`src/rtl/bv_pkg.sv`:
```
// Shared definitions for the bit-vector builder: default geometry, state
// encoding and the counter-width helper.
package bv_pkg;

  localparam int unsigned WIDTH_DEFAULT       = 64;
  localparam int unsigned WIDTH_COUNT_DEFAULT = 6;

  typedef enum logic {
    ACCUM = 1'b0,
    OUT   = 1'b1
  } state_t;

  // Bits needed to hold a count in the range 0..w inclusive.
  function automatic int unsigned count_w(input int unsigned w);
    return $clog2(w + 1);
  endfunction

endpackage

```
`src/rtl/bv_set_bit.sv`:
```
// Combinational decode of one rule index: one-hot bit, range check and
// "already present in the accumulator" detection.
module bv_set_bit
  import bv_pkg::*;
#(
  parameter int unsigned width       = WIDTH_DEFAULT,
  parameter int unsigned width_count = WIDTH_COUNT_DEFAULT
) (
  input  logic [width_count-1:0] idx,
  input  logic [width-1:0]       acc,
  output logic [width-1:0]       onehot,
  output logic                   in_range,
  output logic                   already_set
);

  // When the index space exactly matches the vector every index is legal,
  // so no comparator is built at all.
  if (width < (2 ** width_count)) begin : g_range_check
    localparam logic [width_count-1:0] LIMIT = width_count'(width);
    assign in_range = (idx < LIMIT);
  end else begin : g_no_range_check
    assign in_range = 1'b1;
  end

  assign onehot      = in_range ? (width'(1) << idx) : '0;
  assign already_set = |(acc & onehot);

endmodule

```
`src/rtl/bv_build.sv`:
```
// Collects a stream of rule indices into one bit vector per packet and hands
// the vector plus hit/duplicate/range statistics to the downstream stage.
module bv_build
  import bv_pkg::*;
#(
  parameter int unsigned width       = WIDTH_DEFAULT,
  parameter int unsigned width_count = WIDTH_COUNT_DEFAULT
) (
  input  logic                   clk,
  input  logic                   reset,
  input  logic                   idx_valid,
  input  logic [width_count-1:0] idx,
  input  logic                   idx_null,
  input  logic                   idx_last,
  output logic                   idx_ready,
  output logic                   bv_out_valid,
  output logic [width-1:0]       bv_out,
  input  logic                   bv_out_ready,
  output logic [width_count:0]   hit_num,
  output logic                   dup_err,
  output logic                   range_err
);

  localparam int unsigned HIT_W = count_w(width);

  state_t             state, state_nxt;
  logic [width-1:0]   acc, acc_nxt;
  logic [HIT_W-1:0]   hit_acc, hit_acc_nxt;
  logic               dup_acc, dup_acc_nxt;
  logic               range_acc, range_acc_nxt;

  logic [width-1:0]   onehot;
  logic               in_range;
  logic               already_set;
  logic               accept;
  logic               show;

  bv_set_bit #(
    .width       (width),
    .width_count (width_count)
  ) u_set_bit (
    .idx         (idx),
    .acc         (acc),
    .onehot      (onehot),
    .in_range    (in_range),
    .already_set (already_set)
  );

  assign accept = idx_valid && (state == ACCUM);

  // NOTE: every variable gets its hold value first so that no path through
  // the case statement leaves one unassigned and infers a latch.
  always_comb begin
    state_nxt     = state;
    acc_nxt       = acc;
    hit_acc_nxt   = hit_acc;
    dup_acc_nxt   = dup_acc;
    range_acc_nxt = range_acc;
    unique case (state)
      ACCUM: begin
        if (accept) begin
          if (!idx_null) begin
            if (!in_range) begin
              range_acc_nxt = 1'b1;
            end else if (already_set) begin
              dup_acc_nxt = 1'b1;
            end else begin
              acc_nxt     = acc | onehot;
              hit_acc_nxt = hit_acc + HIT_W'(1);
            end
          end
          if (idx_last) state_nxt = OUT;
        end
      end
      OUT: begin
        if (bv_out_ready) begin
          state_nxt     = ACCUM;
          acc_nxt       = '0;
          hit_acc_nxt   = '0;
          dup_acc_nxt   = 1'b0;
          range_acc_nxt = 1'b0;
        end
      end
      default: state_nxt = ACCUM;
    endcase
  end

  // NOTE: state registers use non-blocking assignment so every flop samples
  // its next value from the same pre-edge snapshot.
  always_ff @(posedge clk) begin
    if (reset) begin
      state     <= ACCUM;
      acc       <= '0;
      hit_acc   <= '0;
      dup_acc   <= 1'b0;
      range_acc <= 1'b0;
    end else begin
      state     <= state_nxt;
      acc       <= acc_nxt;
      hit_acc   <= hit_acc_nxt;
      dup_acc   <= dup_acc_nxt;
      range_acc <= range_acc_nxt;
    end
  end

  // Outputs are forced low while reset is held; the accumulator is only
  // visible once the vector is complete.
  assign idx_ready    = !reset && (state == ACCUM);
  assign show         = !reset && (state == OUT);
  assign bv_out_valid = show;
  assign bv_out       = show ? acc : '0;
  assign hit_num      = show ? (width_count + 1)'(hit_acc) : '0;
  assign dup_err      = show && dup_acc;
  assign range_err    = show && range_acc;

endmodule
```
`config.mk`:
```
export PLATFORM = sky130hd
export DESIGN_NAME = bv_build
export DESIGN_NICKNAME = d
export VERILOG_FILES = /design/src/rtl/bv_pkg.sv /design/src/rtl/bv_set_bit.sv /design/src/rtl/bv_build.sv
export SDC_FILE = /design/constraint.sdc
export NUM_CORES = 1
export LEC_CHECK = 0
export ABC_AREA = 1
export BUFFER_PORTS_ARGS = -buffer_cell sky130_fd_sc_hd__buf_2
export CAP_MARGIN = 40
export CORE_MARGIN = 2
export CORE_UTILIZATION = 55
export CTS_BUF_LIST = sky130_fd_sc_hd__clkbuf_4
export DETAILED_ROUTE_END_ITERATION = 7
export GPL_TIMING_DRIVEN = 0
export PLACE_DENSITY = 0.8
export RECOVER_POWER = 50
export SYNTH_ARGS = -nofsm -noshare
export SYNTH_HDL_FRONTEND = slang
export SYNTH_SLANG_ARGS = --single-unit
export TNS_END_PERCENT = 30
```
`constraint.sdc`:
```
create_clock -name clk -period 5 [get_ports clk]
set_clock_uncertainty 0.05 [all_clocks]
set_input_delay 0.75 -clock clk [delete_from_list [all_inputs] [get_ports clk]]
set_output_delay 0.75 -clock clk [all_outputs]
set_load 0.02 [all_outputs]
```
==> reports/metrics.yaml <==
drcViolationCount: 7
crit_slowest_cell: "clkbuf_1"
hold_path.class: "flop to flop"
grt_max_degree: 13
yosysWarnings: 0
grt_pass1_wl_um: 24000
final_cell_mix: "nor2_1 (167), nand2_1 (92), clkbuf_1 (84)"
violations: "DRC"
power.share.combinational_pct: 10.2
wl_per_cell_um: 17.1
arrival_ps: 3770
layout_commonest_cell: "nor2_1"
io_pins: 87
drt-pass1-iter-count: 8
power.density_mw_per_mm2: 245
p_int_mw: 0.864
start_util_pct: 55.9
ys_ff_latch: 73
fmax_mhz: 290
cts-root-buf: "clkbuf_4"
cts_resized: 0
setup_viol: 0
rows: 32
maxCapViolCount: 0
ctsHoldBuffers: 0
cts_tree: "yes"
fillers: 802
yosys.cell_types.count: 21
drive_gt1_share_pct: 8.28
fin_util_pct: 64.2
drt_first_iter_violations: 489
clockPowerShare_pct: 40.7
coreArea_mm2: 0.00761
hpwl_um: 11400
tns_ps: 0
drt-vias-per-instance: 5.80
postCtsSetupRepairBufs: 0
die_area_mm2: 0.00846
clkTransAtPathRegs_ps: 130
vdd_ir_drop_max_v: 0.000139
portBuffers: 83
die_y_um: 92.0
swShare_pct: 27.7
cts_sinks: 73
yosysSeqAreaShare_pct: 34.3
max_stage_delay_ps: 500
period_minus_slack_ps: 3450
grt_util_all_layers_pct: 36.7
numCtsBuffers: 9
h-tree-depth: 3
status: "finished, violations left"
critPathLaunchType: "primary input"
path_cells: "clkbuf_1 -> clkbuf_1 -> clkbuf_1 -> nand4_1 -> nand2_1 -> nor2_1 -> nand2_1 -> nor2_1 -> nand2_1 -> nor2_1 -> clkbuf_1 -> clkbuf_1 -> nand3_1 -> a21oi_1"
hold_viol: 0
max_slew.worst_pin.slew_ps: 775
nets: 805
p_leak_nw: 1.84
cp-end-kind: "flop"
relSlewSlack_pct: 48.1
p_sw_mw: 0.332
worst-setup-path-type: "primary input to flop"
cp_common_cell: "clkbuf_1"
worstSkewPairLatency_ps: 430
synth_area_per_cell_um2: 6.10
crit_required_ps: 5320
die_width_um: 92.0
num_vias: 5216
clockBufferDepth: 2
synth_cells: 698
syn_nets: 711
gp_congestion: 1.01
ant_nets: 0
finalCritPeriodShare_pct: 69.0
routed_wl_um: 15400
syn2layout_area_growth_pct: 14.7
grt.overflow.total: 0
antenna_found_initial: 0
synth_area_mm2: 0.00426
maxSlewViolCount: 0
rsz0062_at_grt: "no"
p_seq_share_pct: 49.1
diodes: 0
worstPathMaxFanout: 10
grt_pass1_vias: 4684
==> layer usage <==
metal	GRT usage, %	part of all wire [%]	vias to the layer above
met5	0	0	-
met1	49.0	40	2378
met2	57.7	45	322
li1	-	-	2449
met3	5.34	9.7	67
met4	19.0	5.0	0
==> worst max-delay path: cells and delay by family <==
kind            cells  cell delay [ps]
simple gates        8             1200
compound gates      1              170
buf+inv             5             1660
==> cell usage after synthesis <==
master	number	area share, %
a21oi_1	68	8.0
buf_1	7	0.62
buf_2	9	1.1
buf_4	2	0.35
buf_6	7	1.9
clkbuf_1	28	2.5
conb_1	1	0.088
dfxtp_1	73	34
ha_1	1	0.29
inv_1	82	7.2
inv_2	3	0.26
nand2_1	91	8.0
nand2_2	1	0.15
nand3_1	82	9.6
nand4_1	57	8.4
nor2_1	166	15
nor2_2	2	0.29
nor3_1	8	0.94
o21ai_0	4	0.47
o22ai_1	5	0.74
or2_2	1	0.15
==> sequential cells by signal, summed over array words and instances, names as in the netlist <==
signal,cells
acc,64
hit_acc,7
dup_acc,1
state,1
==> cells by family after synthesis <==
group	after synthesis	share of synthesized area (%)
and+or+nand+nor	408	42.2
buffers and inverters	138	13.8
AOI/OAI and AO/OA	77	9.20
DFF	73	34.3
adders and majority gates	1	0.294
other	1	0.0881
==> path summary, 6_finish.rpt <==
| path | depth (start not counted) | slack, ps | to | start |
|---|---|---|---|---|
| worst min-delay path | 2 | 420 | dup_acc | dup_acc |
| worst min register to register | 2 | 420 | dup_acc | dup_acc |
| worst max register to register | 11 | 2320 | acc[46] | acc[49] |
| worst max-delay path | 14 | 1550 | acc[46] | idx[5] |
==> per-stage QoR <==
stage          instances  setup slack (ps)  power, mW  area, um^2  hold slack [ps]
6_report             899              1550       1.20        4880              419
5_1_grt              899              1390       1.23        4880              457
4_1_cts              899              2320       1.19        4980              419
3_5_place_dp         883              1990      0.718        4800              402
3_3_place_gp         883              2000      0.717        4800              400
2_1_floorplan        698              2440      0.676        4260              386
==> cell type report <==
type,instances,area (um^2),share of cell area (%)
Buffer,53,238,4.87
Multi-Input combinational cell,487,2200,45.1
Clock inverter,6,106,2.18
Sequential cell,73,1460,29.9
Clock buffer,10,75.1,1.54
Timing Repair Buffer,83,355,7.28
Tap cell,102,128,2.61
Inverter,85,319,6.54
==> power groups by stage <==
| stage | Clock, mW | Sequential [mW] | Combinational (mW) |
|---|---|---|---|
| 6_report | 0.487 | 0.587 | 0.121 |
| 5_1_grt | 0.510 | 0.588 | 0.130 |
| 4_1_cts | 0.485 | 0.587 | 0.118 |
| 3_5_place_dp | 0 | 0.600 | 0.117 |
| 3_3_place_gp | 0 | 0.600 | 0.117 |
| 2_1_floorplan | 0 | 0.599 | 0.0769 |
Note: power is estimated with default switching activity, not from simulation.
